File: src/rtl/bp_be_pkg.sv
// bp_be_pkg
//   Shared types and constants for the back-end LCE request concentrator.
//   - bp_be_lce_arb_state_e       : arbiter lock state
//   - bp_be_lce_arb_perf_width_gp : width of each stall counter
//   - bp_be_lce_arb_id_width()    : channel-id width, never below 1 bit
package bp_be_pkg;

  typedef enum logic [0:0] {
    e_arb_unlocked = 1'b0,
    e_arb_locked   = 1'b1
  } bp_be_lce_arb_state_e;

  localparam int bp_be_lce_arb_perf_width_gp = 32;

  function automatic int bp_be_lce_arb_id_width(input int n);
    return (n > 1) ? $clog2(n) : 1;
  endfunction

endpackage

File: src/rtl/bp_be_lce_req_arb_if.sv
// bp_be_lce_req_arb_if
//   Handshake bundle between the request sources, the concentrator and the
//   outgoing LCE request link.
//   Source side : req_i, req_last_i, req_v_i  -> ; <- req_ready_o
//   Link side   : lce_req_o, lce_req_last_o, lce_req_chan_o, lce_req_v_o -> ;
//                 <- lce_req_ready_i
//   modport slave  : the concentrator
//   modport master : the environment (sources plus downstream link)
interface bp_be_lce_req_arb_if
  import bp_be_pkg::*;
#(
  parameter int num_chan_p   = 2,
  parameter int data_width_p = 128
);

  localparam int chan_id_width_lp = bp_be_lce_arb_id_width(num_chan_p);

  logic [num_chan_p-1:0][data_width_p-1:0] req_i;
  logic [num_chan_p-1:0]                   req_last_i;
  logic [num_chan_p-1:0]                   req_v_i;
  logic [num_chan_p-1:0]                   req_ready_o;

  logic [data_width_p-1:0]                 lce_req_o;
  logic                                    lce_req_last_o;
  logic [chan_id_width_lp-1:0]             lce_req_chan_o;
  logic                                    lce_req_v_o;
  logic                                    lce_req_ready_i;

  modport slave (
    input  req_i, req_last_i, req_v_i, lce_req_ready_i,
    output req_ready_o, lce_req_o, lce_req_last_o, lce_req_chan_o, lce_req_v_o
  );

  modport master (
    output req_i, req_last_i, req_v_i, lce_req_ready_i,
    input  req_ready_o, lce_req_o, lce_req_last_o, lce_req_chan_o, lce_req_v_o
  );

endinterface

File: src/rtl/bp_be_lce_arb_fifo.sv
// bp_be_lce_arb_fifo
//   Per-channel beat buffer with valid/ready on the write side and
//   valid/yumi on the read side.
//   clk_i, reset_n_i : clock, asynchronous active-low reset
//   data_i, v_i      : write beat and valid; accepted when ready_o is high
//   ready_o          : not full
//   data_o, v_o      : head beat, not empty
//   yumi_i           : consumer takes the head beat this cycle
//   Simultaneous push and pop leaves occupancy unchanged. Storage is not
//   reset; only pointers and the occupancy counter are.
module bp_be_lce_arb_fifo #(
  parameter int width_p = 129,
  parameter int els_p   = 2
) (
  input  logic               clk_i,
  input  logic               reset_n_i,
  input  logic [width_p-1:0] data_i,
  input  logic               v_i,
  output logic               ready_o,
  output logic [width_p-1:0] data_o,
  output logic               v_o,
  input  logic               yumi_i
);

  localparam int ptr_w_lp = (els_p > 1) ? $clog2(els_p) : 1;
  localparam int cnt_w_lp = $clog2(els_p + 1);
  localparam logic [ptr_w_lp-1:0] last_ptr_lp = ptr_w_lp'(els_p - 1);
  localparam logic [cnt_w_lp-1:0] full_cnt_lp = cnt_w_lp'(els_p);

  logic [width_p-1:0]  mem_r [els_p];
  logic [ptr_w_lp-1:0] wptr_r, rptr_r;
  logic [cnt_w_lp-1:0] cnt_r;
  logic                enq, deq;

  function automatic logic [ptr_w_lp-1:0] ptr_inc(input logic [ptr_w_lp-1:0] p);
    return (p == last_ptr_lp) ? '0 : p + ptr_w_lp'(1);
  endfunction

  assign ready_o = (cnt_r != full_cnt_lp);
  assign v_o     = (cnt_r != '0);
  assign data_o  = mem_r[rptr_r];
  assign enq     = v_i & ready_o;
  assign deq     = yumi_i & v_o;

  always_ff @(posedge clk_i) begin
    if (enq) mem_r[wptr_r] <= data_i;
  end

  always_ff @(posedge clk_i or negedge reset_n_i) begin
    if (!reset_n_i) begin
      wptr_r <= '0;
      rptr_r <= '0;
      cnt_r  <= '0;
    end else begin
      if (enq) wptr_r <= ptr_inc(wptr_r);
      if (deq) rptr_r <= ptr_inc(rptr_r);
      case ({enq, deq})
        2'b10:   cnt_r <= cnt_r + cnt_w_lp'(1);
        2'b01:   cnt_r <= cnt_r - cnt_w_lp'(1);
        default: cnt_r <= cnt_r;
      endcase
    end
  end

endmodule

File: src/rtl/bp_be_lce_req_arb.sv
// bp_be_lce_req_arb
//   N-channel LCE request concentrator. Each source has its own buffer; the
//   single outgoing link is shared round-robin, and a multi-beat packet keeps
//   the link locked to its channel until its last beat leaves.
//   clk_i, reset_n_i : clock, asynchronous active-low reset
//   io (slave)       : per-channel request inputs with ready, plus the
//                      granted beat/last/channel/valid and downstream ready
//   stall_cnt_o      : per-channel stall counters, present only when
//                      BP_BE_LCE_ARB_PERF_EN is defined
//   Optional feature macro: BP_BE_LCE_ARB_PERF_EN
module bp_be_lce_req_arb
  import bp_be_pkg::*;
#(
  parameter int num_chan_p   = 2,
  parameter int data_width_p = 128,
  parameter int buf_els_p    = 2
) (
  input  logic clk_i,
  input  logic reset_n_i,
  bp_be_lce_req_arb_if.slave io
`ifdef BP_BE_LCE_ARB_PERF_EN
  ,
  output logic [num_chan_p-1:0][bp_be_lce_arb_perf_width_gp-1:0] stall_cnt_o
`endif
);

  localparam int chan_id_width_lp = bp_be_lce_arb_id_width(num_chan_p);

  typedef logic [chan_id_width_lp-1:0] chan_id_t;

  logic [num_chan_p-1:0] fifo_v;
  logic [num_chan_p-1:0] fifo_ready;
  logic [num_chan_p-1:0] yumi;
  logic [data_width_p:0] fifo_data [num_chan_p];

  bp_be_lce_arb_state_e state_r, state_n;
  chan_id_t             lock_chan_r, lock_chan_n;
  chan_id_t             rr_ptr_r, rr_ptr_n;
  chan_id_t             grant_id;
  logic                 grant_v;
  logic                 out_last;
  logic                 hs;

  // Cyclic channel addition: (base + off) mod num_chan_p, off < num_chan_p.
  function automatic chan_id_t chan_add(input chan_id_t base, input int off);
    int s;
    s = int'(base) + off;
    if (s >= num_chan_p) s = s - num_chan_p;
    return chan_id_t'(s);
  endfunction

  // ---- stage: per-channel input buffers ----
  for (genvar c = 0; c < num_chan_p; c++) begin : g_chan
    bp_be_lce_arb_fifo #(
      .width_p(data_width_p + 1),
      .els_p  (buf_els_p)
    ) fifo (
      .clk_i    (clk_i),
      .reset_n_i(reset_n_i),
      .data_i   ({io.req_last_i[c], io.req_i[c]}),
      .v_i      (io.req_v_i[c]),
      .ready_o  (fifo_ready[c]),
      .data_o   (fifo_data[c]),
      .v_o      (fifo_v[c]),
      .yumi_i   (yumi[c])
    );
  end

  assign io.req_ready_o = fifo_ready;

  // ---- stage: grant selection (combinational from buffer heads) ----
  // While locked, no other channel may be granted even when the locked
  // channel is momentarily empty, so the packet is never interleaved.
  always_comb begin
    grant_id = lock_chan_r;
    grant_v  = 1'b0;
    if (state_r == e_arb_locked) begin
      grant_v = fifo_v[lock_chan_r];
    end else begin
      for (int i = 0; i < num_chan_p; i++) begin
        if (!grant_v && fifo_v[chan_add(rr_ptr_r, i)]) begin
          grant_v  = 1'b1;
          grant_id = chan_add(rr_ptr_r, i);
        end
      end
    end
  end

  assign out_last          = fifo_data[grant_id][data_width_p];
  assign io.lce_req_o      = fifo_data[grant_id][data_width_p-1:0];
  assign io.lce_req_last_o = out_last;
  assign io.lce_req_chan_o = grant_id;
  assign io.lce_req_v_o    = grant_v;
  assign hs                = grant_v & io.lce_req_ready_i;

  always_comb begin
    yumi = '0;
    for (int c = 0; c < num_chan_p; c++) begin
      yumi[c] = hs && (grant_id == chan_id_t'(c));
    end
  end

  // ---- stage: lock FSM and round-robin pointer ----
  always_comb begin
    state_n     = state_r;
    lock_chan_n = lock_chan_r;
    rr_ptr_n    = rr_ptr_r;
    if (hs) begin
      if (out_last) begin
        state_n  = e_arb_unlocked;
        rr_ptr_n = chan_add(grant_id, 1);
      end else begin
        state_n     = e_arb_locked;
        lock_chan_n = grant_id;
      end
    end
  end

  always_ff @(posedge clk_i or negedge reset_n_i) begin
    if (!reset_n_i) begin
      state_r     <= e_arb_unlocked;
      lock_chan_r <= '0;
      rr_ptr_r    <= '0;
    end else begin
      state_r     <= state_n;
      lock_chan_r <= lock_chan_n;
      rr_ptr_r    <= rr_ptr_n;
    end
  end

`ifdef BP_BE_LCE_ARB_PERF_EN
  // ---- stage: stall counters ----
  // A channel stalls when it holds data but is not the one leaving this cycle.
  logic [num_chan_p-1:0][bp_be_lce_arb_perf_width_gp-1:0] stall_cnt_r;

  always_ff @(posedge clk_i or negedge reset_n_i) begin
    if (!reset_n_i) begin
      stall_cnt_r <= '0;
    end else begin
      for (int c = 0; c < num_chan_p; c++) begin
        if (fifo_v[c] && !yumi[c] && (stall_cnt_r[c] != '1)) begin
          stall_cnt_r[c] <= stall_cnt_r[c] + bp_be_lce_arb_perf_width_gp'(1);
        end
      end
    end
  end

  assign stall_cnt_o = stall_cnt_r;
`endif

endmodule

File: src/flat_wrapper.sv
// flat-port wrapper written by rule: the top's interface ports become plain ports
module bp_be_lce_req_arb_flat import bp_be_pkg::*;
#(
  parameter int num_chan_p   = 2,
  parameter int data_width_p = 128,
  parameter int buf_els_p    = 2
)
  (clk_i, reset_n_i, io_req_i, io_req_last_i, io_req_v_i, io_lce_req_ready_i, io_req_ready_o, io_lce_req_o, io_lce_req_last_o, io_lce_req_chan_o, io_lce_req_v_o);
  bp_be_lce_req_arb_if #(.num_chan_p(num_chan_p), .data_width_p(data_width_p)) io_i ();
  input  logic clk_i;
  input  logic reset_n_i;
  input wire logic [$bits(io_i.req_i)-1:0] io_req_i;
  input wire logic [$bits(io_i.req_last_i)-1:0] io_req_last_i;
  input wire logic [$bits(io_i.req_v_i)-1:0] io_req_v_i;
  input wire logic [$bits(io_i.lce_req_ready_i)-1:0] io_lce_req_ready_i;
  output wire logic [$bits(io_i.req_ready_o)-1:0] io_req_ready_o;
  output wire logic [$bits(io_i.lce_req_o)-1:0] io_lce_req_o;
  output wire logic [$bits(io_i.lce_req_last_o)-1:0] io_lce_req_last_o;
  output wire logic [$bits(io_i.lce_req_chan_o)-1:0] io_lce_req_chan_o;
  output wire logic [$bits(io_i.lce_req_v_o)-1:0] io_lce_req_v_o;
  assign io_i.req_i = io_req_i;
  assign io_i.req_last_i = io_req_last_i;
  assign io_i.req_v_i = io_req_v_i;
  assign io_i.lce_req_ready_i = io_lce_req_ready_i;
  assign io_req_ready_o = io_i.req_ready_o;
  assign io_lce_req_o = io_i.lce_req_o;
  assign io_lce_req_last_o = io_i.lce_req_last_o;
  assign io_lce_req_chan_o = io_i.lce_req_chan_o;
  assign io_lce_req_v_o = io_i.lce_req_v_o;
  bp_be_lce_req_arb #(.num_chan_p(num_chan_p), .data_width_p(data_width_p), .buf_els_p(buf_els_p)) u_core (.clk_i(clk_i), .reset_n_i(reset_n_i), .io(io_i));
endmodule
File: config.mk
export PLATFORM = sky130hd
export DESIGN_NAME = bp_be_lce_req_arb_flat
export DESIGN_NICKNAME = d
export VERILOG_FILES = /design/src/rtl/bp_be_pkg.sv /design/src/rtl/bp_be_lce_req_arb_if.sv /design/src/rtl/bp_be_lce_arb_fifo.sv /design/src/rtl/bp_be_lce_req_arb.sv /design/src/flat_wrapper.sv
export SDC_FILE = /design/constraint.sdc
export NUM_CORES = 1
export LEC_CHECK = 0
export ABC_CLOCK_PERIOD_IN_PS = 7400
export CORE_ASPECT_RATIO = 0.7
export CORE_MARGIN = 4
export CORE_UTILIZATION = 52
export DETAILED_ROUTE_END_ITERATION = 8
export GPL_TIMING_DRIVEN = 0
export PLACE_DENSITY_LB_ADDON = 0.2
export RECOVER_POWER = 50
export SLEW_MARGIN = 20
export SYNTH_ARGS = -nofsm -noshare
export SYNTH_HDL_FRONTEND = slang
export SYNTH_SLANG_ARGS = --single-unit
File: constraint.sdc
create_clock -name clk_i -period 7.4 [get_ports clk_i]
set_input_delay 2.22 -clock clk_i [delete_from_list [all_inputs] [get_ports clk_i]]
set_output_delay 2.22 -clock clk_i [all_outputs]
set_load 0.005 [all_outputs]
# Word level (Yosys, flattened, before mapping)
# Memory sizes are Yosys's and may differ from the RTL's.
# Index checks and enable logic that the tools add are counted.
# op_classes
addsub,13
magnitude_cmp,7
eq_ne,6
mux,32
bitwise_logic,8
reduce_logical,10
# ops
operator,count
two-way mux 129 bit,3
two-way mux 1 bit,27
case mux 2 bit (2 select lines),2
nonzero test 2 bit,4
"greater-or-equal comparator 2 bit, second input constant",3
"less-than comparator 1 x 2 -> 1 bit, second input constant",3
AND 1 bit,5
"adder 1 bit, second input constant",4
"adder 1 x 1 -> 2 bit, second input constant",2
"adder 2 x 1 -> 2 bit, second input constant",2
"equality test 2 x 1 -> 1 bit, second input constant",2
"equality test 2 bit, second input constant",2
"inequality test 2 bit, second input constant",2
AND reduction 2 bit,2
"subtractor 2 x 1 -> 2 bit, second input constant",2
logical AND 1 bit,3
"subtractor 1 bit, second input constant",3
"greater-or-equal comparator 1 x 2 -> 1 bit, second input constant",1
inverter 1 bit,2
inverter 1 -> 2 bit,1
logical NOT 1 bit,1
# word_totals
ff_bits,11
ram_bits,516
input_bits,263
output_inout_bits,133
elab_cells,87
mem_count,2
# mem_list
memory,depth,width,rd,rd_ports_with_merged_regs,wr,line_no,text
u_core.g_chan[0].fifo.mem_r,2,129,1,0,1,bp_be_lce_arb_fifo.sv:30,logic [width_p-1:0] mem_r [els_p];
u_core.g_chan[1].fifo.mem_r,2,129,1,0,1,bp_be_lce_arb_fifo.sv:30,

# Depth between registers and ports, before layout
# Gate-level depths: netlist of run 1.
# depth
depth_word,17
ltp_mapped,9
ltp_nobuf,8

# Hierarchy
# A second synthesis of run 1 with hierarchy kept.
# hier_totals
cells_unflattened,1274
area_unflattened_um2,20776.2
# by_module_without_submodules
mod,instances,cells_each,area_each_um2,seq_area_each_um2
bp_be_lce_arb_fifo,2,418,9490.4,7847.5
bp_be_lce_req_arb,1,438,1795.5,75.1

# Least setup slack after synthesis of run 1
# No wires, ideal clock.
# synth_timing
kind,input -> register
start,input port io_req_v_i[0]
end,memory u_core.g_chan[0].fifo.mem_r[0][0] (enable)
setup_ps,619
t_arrival_ps,7674
t_required_ps,6781
path_slack_ps,-893
stages,2
path_buffers,0
path_cell_list,nand2_1 nor2_1
# synth_between
elab_chain_len,3
# synth_lines
element,line_no,text
from (decl),flat_wrapper.sv:14,input wire logic [$bits(io_i.req_v_i)-1:0] io_req_v_i;
AND 1 bit,bp_be_lce_arb_fifo.sv:42,assign enq = v_i & ready_o;
two-way mux 1 bit,bp_be_lce_arb_fifo.sv:46,if (enq) mem_r[wptr_r] <= data_i;
two-way mux 1 bit (implied by the code),bp_be_lce_arb_fifo.sv:46,
to (decl),bp_be_lce_arb_fifo.sv:30,
# No other way between the ends.

# Final worst setup path of run 1
# layout_timing
start,register u_core.g_chan[1].fifo.rptr_r
end,output port io_lce_req_o[9]
# layout_between
elab_chain_len,4
# layout_lines
element,line_no,text
from (decl),bp_be_lce_arb_fifo.sv:31,"logic [ptr_w_lp-1:0] wptr_r, rptr_r;"
from (signal assigned),bp_be_lce_arb_fifo.sv:56,if (deq) rptr_r <= ptr_inc(rptr_r);
memory (2 x 129 bit),-,
two-way mux 129 bit,-,
two-way mux 129 bit (implied by the code) (2 in a row),bp_be_lce_req_arb.sv:90,assign io.lce_req_o = fifo_data[grant_id][data_width_p-1:0];
to (decl),flat_wrapper.sv:17,output wire logic [$bits(io_i.lce_req_o)-1:0] io_lce_req_o;
# No other way between the ends. The select of a mux whose other input is x is not followed.

==> out/results.env, run 1 <==
HTREE_LEVELS=2
ANTENNA_LEFT=0
MAXSLEWVIOLCOUNT=82
WORST_R2R_STARTPOINT='u_core.g_chan[0].fifo.cnt_r[0]'
GRT_START_MAX_NET_PINS=47
FINALWIRELENGTH_MM=50.3
WORST_SETUP_HOLD_PATH_CLK_SLEW_NS=0.06
FAILING_CHECKS='max-capacitance violations, max-slew violations'
IOPINCOUNT=396
FIRST_GLOBAL_VIAS=12500
NUMBER_OF_ANTENNA_VIOLATIONS_AT_THE_FIRST_CHECK_IN_GLOBAL_ROUTING=28
CELL_TYPE_CONTRIBUTING_THE_MOST_TOTAL_CELL_AREA_AFTER_SYNTHESIS='sky130_fd_sc_hd__edfxtp_1'
DIE_Y_EXTENT_UM=173
WORST_HOLD_PATH_TYPE='reg2reg'
MAX-SLEW-MARGIN-REL=-0.605
LAYOUT_WORST_PATH_CYCLE_SHARE=0.809
TIMING.CRITICAL_PATH.CELLS='buf_2 -> clkbuf_1 -> clkbuf_1 -> a211oi_1 -> a21oi_1 -> clkdlybuf4s50_1'
POST_CTS_SETUP_BUFFERS=0
CLOCK_TREE.BUFFER_DEPTH=3
ASYNCSETRESETFLOPFRACSYNTH=0.0209
SYNTHTOPCELLSBYAREA='sky130_fd_sc_hd__edfxtp_1, sky130_fd_sc_hd__mux2i_1, sky130_fd_sc_hd__a211oi_1, sky130_fd_sc_hd__nor2b_1, sky130_fd_sc_hd__a21oi_1'
SETUP_TOTAL_NEGATIVE_SLACK_NS=0
SETUP.WORST_PATH.CLASS='reg2out'
TIMING.FINAL.HOLD_VIOLATIONS=0
CTSROOTBUFFERMASTER='sky130_fd_sc_hd__clkbuf_16'
WORST_VDD_RAIL_IR_DROP_mV=0.258
CRITICAL-PATH-TOP-CELL-BY-COUNT='sky130_fd_sc_hd__clkbuf_1'
WORSTSKEWPAIRLATENCY_NS=0.56
DETAIL_ROUTE.WL_PER_CELL_UM=22.7
MAXIMUM_SINGLE_STAGE_DELAY_ON_THE_CRITICAL_PATH_NS=0.78
DETAILEDROUTE.FIRSTITERATIONVIOLATIONS=740
GATES_RESIZED_CTS_REPAIR=0
DIE_X_UM=243
STATUS='finished, violations left'
GRT_UTIL_ALL_LAYERS=0.232
LAYOUT-AREA-OVERHEAD-VS-SYNTH_PCT=33.1
DP_WORST_SETUP_SLACK_NS=1.95
WORST_CLOCK_SKEW_NS=0.0154
CP.REQUIRED_NS=5.18
VIA_PER_INST=5.47
NUMBER_OF_NON_FILLER_INSTANCES_IN_THE_COMPLETED_LAYOUT=2213
SYNTH_MOST_COMMON_CELL='sky130_fd_sc_hd__edfxtp_1'
DRCVIOLATIONCOUNT=0
YS.WARNINGS.COUNT=0
COREAREA_MM2=0.0384
TIMING.CRITICAL_PATH.FROM_TYPE='flop'
CRIT_PATH_TOP_DELAY_CELL='sky130_fd_sc_hd__clkbuf_1'
SYNTHCELLS=1161
MAX_SLEW.WORST_PIN.SLEW_NS=2.41
RSZ0062_AT_GRT='no'
FMAX_MHz=167
SYNTH_NETS=1426
WORST_SETUP_PATH_END_KIND='output pin'
SEQUENTIAL_TO_TOTAL_AREA_SHARE_FROM_YOSYS_STAT=0.783
YS_FF_LATCH=527
DRIVE_ABOVE_1_SHARE=0.0722
PLACE.PORT_BUFFERS=395
CP_NUM_BUF_INV=4
MAPPEDNETLISTAREA_MM2=0.0201
SYN_AVG_CELL_AREA_UM2=17.3
TOTAL_POWER_mW=12.0
CRIT_START='u_core.g_chan[1].fifo.rptr_r'
POST_SYNTH_MOST_FREQUENT_CELLS='sky130_fd_sc_hd__edfxtp_1, sky130_fd_sc_hd__a21oi_1, sky130_fd_sc_hd__mux2i_1'
FINALNETCOUNT=1889
YS_TYPES=29
YS_DOMINANT_REG_CELL='sky130_fd_sc_hd__edfxtp_1'
GRT_PASS1_WL_MM=74.6
CTS-HOLD-FIX-BUFFERS=0
FP-ROW-COUNT=60
DRTPASS1ITERATIONS=5
MAX-CAP-VIOLATIONS=3
WORST_EP_ARRIVAL_TIME_NS=3.77
YOSYS.AREA.TOP_TYPE_SHARE=0.769
START_UTIL=0.525
TRITONCTS_NUM_SINKS=527
HOLD_PATH_STARTPOINT='u_core.g_chan[1].fifo.wptr_r'
TRITONCTS='done'
POWERDENSITY_mW_PER_MM2=448
DESIGN.DIE.AREA_MM2=0.0420
DP_HPWL_MM=34.7
GLOBALPLACE.CONGESTION=0.767
TIMING.CRITICAL_PATH.MAX_DELAY_FAMILY='buffers and inverters'
NUMBER_OF_CLOCK_BUFFERS_INSERTED_BY_TRITONCTS=49
SYNTH-EDFF-COUNT=516
DPL.CELL_COUNT=2100
CP_MAX_FO=10
ROUTED-VIA-COUNT=12100
FINALSETUPVIOLCOUNT=0
TIMING.FINAL.CRIT_PERIOD_NS=5.99
GRT_REMAINING_OVERFLOW=0
POST-ROUTE-WORST-SETUP-SLACK_NS=1.41
LEAKAGE_nW=9.18
[final cells by class]
cell class / instances / area [µm²]
antenna: 24 / 60.1
buffer: 74 / 352
clock buffer: 66 / 1330
clock inverter: 23 / 225
fill: 2535 / 11500
inverter: 3 / 11.3
multi-input combinational: 557 / 4020
sequential: 527 / 15800
tap: 527 / 659
timing repair buffer: 412 / 4390
[cell families after synthesis]
logic type / count (synthesis) / share of synthesized area
DFF: 527 / 0.783
muxes: 131 / 0.0652
and+or+nand+nor: 148 / 0.0455
xor gates and xnor gates: 10 / 0.00435
adders and majority gates: 2 / 0.00124
buffers and inverters: 77 / 0.0180
AOI/OAI and AO/OA: 266 / 0.0828
[stage by stage]
stage	util	area (µm²)	hold WS (ns)
after detailed placement	0.657	25200	0.523
after global routing	0.699	26800	0.540
after CTS	0.698	26800	0.540
after floorplan	-	20100	0.479
after global placement	0.645	24800	0.493
final	0.699	26800	0.497
[sequential cells by signal, summed over array words and instances, names as in the netlist]
register / count
u_core.state_r: 1
u_core.lock_chan_r: 1
u_core.rr_ptr_r: 1
u_core.g_chan.fifo.cnt_r: 4
u_core.g_chan.fifo.mem_r: 516
u_core.g_chan.fifo.rptr_r: 2
u_core.g_chan.fifo.wptr_r: 2
[final timing paths]
check | endpoint | slack, ns | cells past startpoint
max | io_lce_req_o[9] | 1.41 | 6
min | u_core.g_chan[1].fifo.wptr_r | 0.50 | 1
max reg2reg | u_core.g_chan[0].fifo.mem_r[1][18] | 4.24 | 4
min reg2reg | u_core.g_chan[1].fifo.wptr_r | 0.50 | 1
max in group asynchronous | u_core.g_chan[0].fifo.cnt_r[0] | 4.98 | 1
min in group asynchronous | u_core.state_r | 2.07 | 1
[per-layer routing]
metal / track usage / up-vias / part of all wire
met5: 0 / - / 0.0014
met4: 0.0844 / 12 / 0.034
met3: 0.0488 / 114 / 0.071
met2: 0.385 / 414 / 0.49
met1: 0.307 / 6032 / 0.40
li1: - / 5534 / -
[cells in the final DEF (no fill, tap or decap), types with 9 or more instances in the layout]
master / instances
sky130_fd_sc_hd__buf_4: 13
sky130_fd_sc_hd__buf_2: 20
sky130_fd_sc_hd__mux2i_1: 130
sky130_fd_sc_hd__clkdlybuf4s50_1: 133
sky130_fd_sc_hd__clkbuf_1: 53
sky130_fd_sc_hd__clkbuf_16: 51
sky130_fd_sc_hd__edfxtp_1: 516
sky130_fd_sc_hd__a21oi_1: 130
sky130_fd_sc_hd__diode_2: 24
sky130_fd_sc_hd__clkinv_1: 9
sky130_fd_sc_hd__nor2b_1: 128
sky130_fd_sc_hd__a211oi_1: 128
sky130_fd_sc_hd__dlygate4sd3_1: 262
sky130_fd_sc_hd__dfrtp_1: 11
sky130_fd_sc_hd__buf_16: 13
[power breakdown]
part           switching, mW  internal [mW]
Sequential             0.166           4.08
Combinational           2.79           2.53
Clock                   1.05           1.40
Total                   4.01           8.02
Note: power is estimated with default switching activity, not from simulation.
==> run 2: changes to the inputs <==
--- a/config.mk
+++ b/config.mk
@@ -5,10 +5,10 @@
 export SDC_FILE = /design/constraint.sdc
 export NUM_CORES = 1
 export LEC_CHECK = 0
-export ABC_CLOCK_PERIOD_IN_PS = 7400
+export ABC_CLOCK_PERIOD_IN_PS = 5100
 export CORE_ASPECT_RATIO = 0.7
 export CORE_MARGIN = 4
-export CORE_UTILIZATION = 52
+export CORE_UTILIZATION = 47
 export DETAILED_ROUTE_END_ITERATION = 8
 export GPL_TIMING_DRIVEN = 0
 export PLACE_DENSITY_LB_ADDON = 0.2
==> constraint.sdc (replaced) <==
create_clock -name clk_i -period 5.1 [get_ports clk_i]
set_input_delay 1.53 -clock clk_i [delete_from_list [all_inputs] [get_ports clk_i]]
set_output_delay 1.53 -clock clk_i [all_outputs]
set_load 0.005 [all_outputs]
==> out/results.env, run 2 (synthesized netlist as in run 1, its figures left out) <==
RSZ0062_AT_GRT='no'  # unchanged
MAX_SLEW.WORST_PIN.SLEW_NS=1.98  # was 2.41 ns
GRT_UTIL_ALL_LAYERS=0.211  # was 0.232
SETUP.WORST_PATH.CLASS='reg2out'  # unchanged
MOSTFREQUENTLAYOUTCELL='sky130_fd_sc_hd__edfxtp_1'  # unchanged
FINAL_UTIL=0.636  # was 0.699
TIMING.CRITICAL_PATH.DEPTH=6  # unchanged
WORST_EP_ARRIVAL_TIME_NS=3.45  # was 3.77 ns
GRT_REMAINING_OVERFLOW=0  # unchanged
CTSROOTBUFFERMASTER='sky130_fd_sc_hd__clkbuf_16'  # unchanged
DRCVIOLATIONCOUNT=0  # unchanged
MAX-SLEW-MARGIN-REL=-0.318  # was -0.605
ROUTED-VIA-COUNT=12000  # was 12,100
GLOBALPLACE.CONGESTION=0.764  # was 0.767
VIA_PER_INST=5.35  # was 5.47
IOPINCOUNT=396  # unchanged
TIMING.CRITICAL_PATH.CELLS='buf_2 -> clkbuf_2 -> clkbuf_1 -> a211oi_1 -> a21oi_1 -> clkdlybuf4s50_1'  # was buf_2 -> clkbuf_1 -> clkbuf_1 -> a211oi_1 -> a21oi_1 -> clkdlybuf4s50_1
LEAKAGE_nW=9.22  # was 9.18 nW
MAX-CAP-VIOLATIONS=2  # was 3
DIE_X_UM=255  # was 243 µm
WORST_HOLD_PATH_TYPE='reg2reg'  # unchanged
HOLD_WS_NS=0.529  # was 0.497 ns
LAYOUT_WORST_PATH_CYCLE_SHARE=0.977
DP_HPWL_MM=34.9  # was 34.7 mm
FINALNETCOUNT=1894  # was 1,889
FINAL_CELL_AREA_MM2=0.0269  # was 0.0268 mm²
FAILING_CHECKS='max-capacitance violations, max-slew violations'  # unchanged
WORST_SETUP_HOLD_PATH_CLK_SLEW_NS=0.06  # about the same
NUMBER_OF_NON_FILLER_INSTANCES_IN_THE_COMPLETED_LAYOUT=2234  # was 2,213
FIRST_GLOBAL_VIAS=12500  # about the same
WORST_VDD_RAIL_IR_DROP_mV=0.379  # was 0.258 mV
COREAREA_MM2=0.0423  # was 0.0384 mm²
TOTAL_POWER_mW=17.4  # was 12.0 mW
LAYOUT_TOP_REGISTERS='u_core.g_chan.fifo.mem_r: 516 flops, u_core.g_chan.fifo.cnt_r: 4 flops'  # unchanged
START_UTIL=0.476  # was 0.525
GRT_PASS1_WL_MM=75.0  # was 74.6 mm
CP_MAX_FO=10  # unchanged
WORST_CLOCK_SKEW_NS=0.0117  # was 0.0154 ns
DRTPASS1ITERATIONS=4  # was 5
TOP_REGISTER='u_core.g_chan.fifo.mem_r'  # unchanged
GRT_START_MAX_NET_PINS=46  # was 47
FP-ROW-COUNT=63  # was 60
DETAILEDROUTE.FIRSTITERATIONVIOLATIONS=912  # was 740
NUMBER_OF_CLOCK_BUFFERS_INSERTED_BY_TRITONCTS=50  # was 49
POST_DP_CELL_AREA_MM2=0.0253  # was 0.0252 mm²
MAXSLEWVIOLCOUNT=55  # was 82
FMAX_MHz=201
DP_WORST_SETUP_SLACK_NS=0.294  # was 1.95 ns
TRITONCTS='done'  # unchanged
LAYOUT-AREA-OVERHEAD-VS-SYNTH_PCT=33.6  # was 33.1%
REG2REG_DEPTH=4  # unchanged
TIMING.FINAL.HOLD_VIOLATIONS=0  # unchanged
POWERDENSITY_mW_PER_MM2=647  # was 448 mW/mm²
ANTENNA_LEFT=0  # unchanged
DPL.CELL_COUNT=2129  # was 2,100
DRIVE_ABOVE_1_SHARE=0.0799  # was 0.0722
DIE_Y_EXTENT_UM=181  # was 173 µm
HTREE_LEVELS=2  # unchanged
CLOCK_TREE.BUFFER_DEPTH=3  # unchanged
TIMING.CRITICAL_PATH.FROM_TYPE='flop'  # unchanged
STATUS='finished, violations left'  # unchanged
TIMING.CRITICAL_PATH.MAX_DELAY_FAMILY='buffers and inverters'  # unchanged
TIMING.FINAL.CRIT_PERIOD_NS=4.98
POST-ROUTE-WORST-SETUP-SLACK_NS=0.117  # was 1.41 ns
PLACE.PORT_BUFFERS=395  # unchanged
FINALWIRELENGTH_MM=50.1  # was 50.3 mm
CP_NUM_BUF_INV=4  # unchanged
REGTOREGSETUPSLACK_NS=1.40  # was 4.24 ns
DESIGN.DIE.AREA_MM2=0.0463  # was 0.0420 mm²
SETUP_TOTAL_NEGATIVE_SLACK_NS=0  # unchanged
MOSTFREQUENTLAYOUTCELLS='sky130_fd_sc_hd__edfxtp_1, sky130_fd_sc_hd__dlygate4sd3_1, sky130_fd_sc_hd__clkdlybuf4s50_1'  # unchanged
CP.REQUIRED_NS=3.57  # was 5.18 ns
DETAIL_ROUTE.WL_PER_CELL_UM=22.4  # was 22.7 µm
CRIT_PATH_TOP_DELAY_CELL='sky130_fd_sc_hd__dfrtp_1'  # was sky130_fd_sc_hd__clkbuf_1
MAXIMUM_SINGLE_STAGE_DELAY_ON_THE_CRITICAL_PATH_NS=0.58  # was 0.78 ns
WORST_SETUP_PATH_END_KIND='output pin'  # unchanged
TIMING.HOLD.WORST_PATH_DEPTH=1  # unchanged
WORSTSKEWPAIRLATENCY_NS=0.55  # was 0.56 ns
FINALSETUPVIOLCOUNT=0  # unchanged
NUMBER_OF_ANTENNA_VIOLATIONS_AT_THE_FIRST_CHECK_IN_GLOBAL_ROUTING=27  # was 28
TRITONCTS_NUM_SINKS=527  # unchanged
LARGEST_REGISTER_FF_COUNT=516  # unchanged
CTS-HOLD-FIX-BUFFERS=0  # unchanged
==> run 2: cell types whose count changed in the layout (fill, tap and decap cells not counted), sizes merged <==
| cell | previous run | this run |
|---|---|---|
| diode | 24 | 17 |
| clkbuf | 104 | 98 |
| clkinv | 17 | 22 |
| clkinvlp | 1 | 5 |
| buf | 53 | 56 |
| bufinv | 4 | 2 |
| inv | 4 | 3 |
==> run 2: layer usage <==
| layer | GRT usage | part of all wire |
|---|---|---|
| met4 | 0.0699 | 0.026 |
| met1 | 0.289 | 0.43 |
| met2 | 0.341 | 0.48 |
| met5 | 0 | 0.0021 |
| met3 | 0.0467 | 0.060 |
==> run 2: final timing paths <==
kind	from	to
setup / recovery	u_core.g_chan[1].fifo.rptr_r	io_lce_req_o[22]
hold / removal	u_core.g_chan[1].fifo.cnt_r[1]	u_core.g_chan[1].fifo.cnt_r[1]
setup reg to reg	u_core.g_chan[1].fifo.cnt_r[0]	u_core.g_chan[1].fifo.mem_r[1][57]
hold reg to reg	u_core.g_chan[1].fifo.cnt_r[1]	u_core.g_chan[1].fifo.cnt_r[1]
max in group asynchronous	reset_n_i	u_core.g_chan[1].fifo.cnt_r[0]
min in group asynchronous	reset_n_i	u_core.g_chan[0].fifo.rptr_r
==> run 2: area by class of cell <==
class | instances | area [µm²]
Fill cell | 3065 | 15400
Sequential cell | 527 | 15800
Buffer | 74 | 359
Timing Repair Buffer | 416 | 4470
Clock inverter | 29 | 190
Clock buffer | 59 | 1350
Multi-Input combinational cell | 557 | 4020
Inverter | 3 | 11.3
Antenna cell | 17 | 42.5
Tap cell | 552 | 691
==> run 2: what timing repair did <==
action / in CTS / in global routing
gates cloned: 0 / 0
buffers inserted: 0 / 0
gates resized for setup: 3 / 6
setup endpoints to repair: 101 / 6
==> run 2: where the power goes <==
group,internal [mW],switching [mW],leakage (nW)
Combinational,3.71,4.04,3.56
Clock,1.98,1.52,0.743
Sequential,5.92,0.236,4.92
Total,11.6,5.80,9.22
==> run 3: changes to the inputs <==
--- a/config.mk
+++ b/config.mk
@@ -6,6 +6,7 @@
 export NUM_CORES = 1
 export LEC_CHECK = 0
 export ABC_CLOCK_PERIOD_IN_PS = 5100
+export CAP_MARGIN = 10
 export CORE_ASPECT_RATIO = 0.7
 export CORE_MARGIN = 4
 export CORE_UTILIZATION = 47
==> results of run 3 <==
No change in the layout: final DEF, timing and power equal those of run 2.
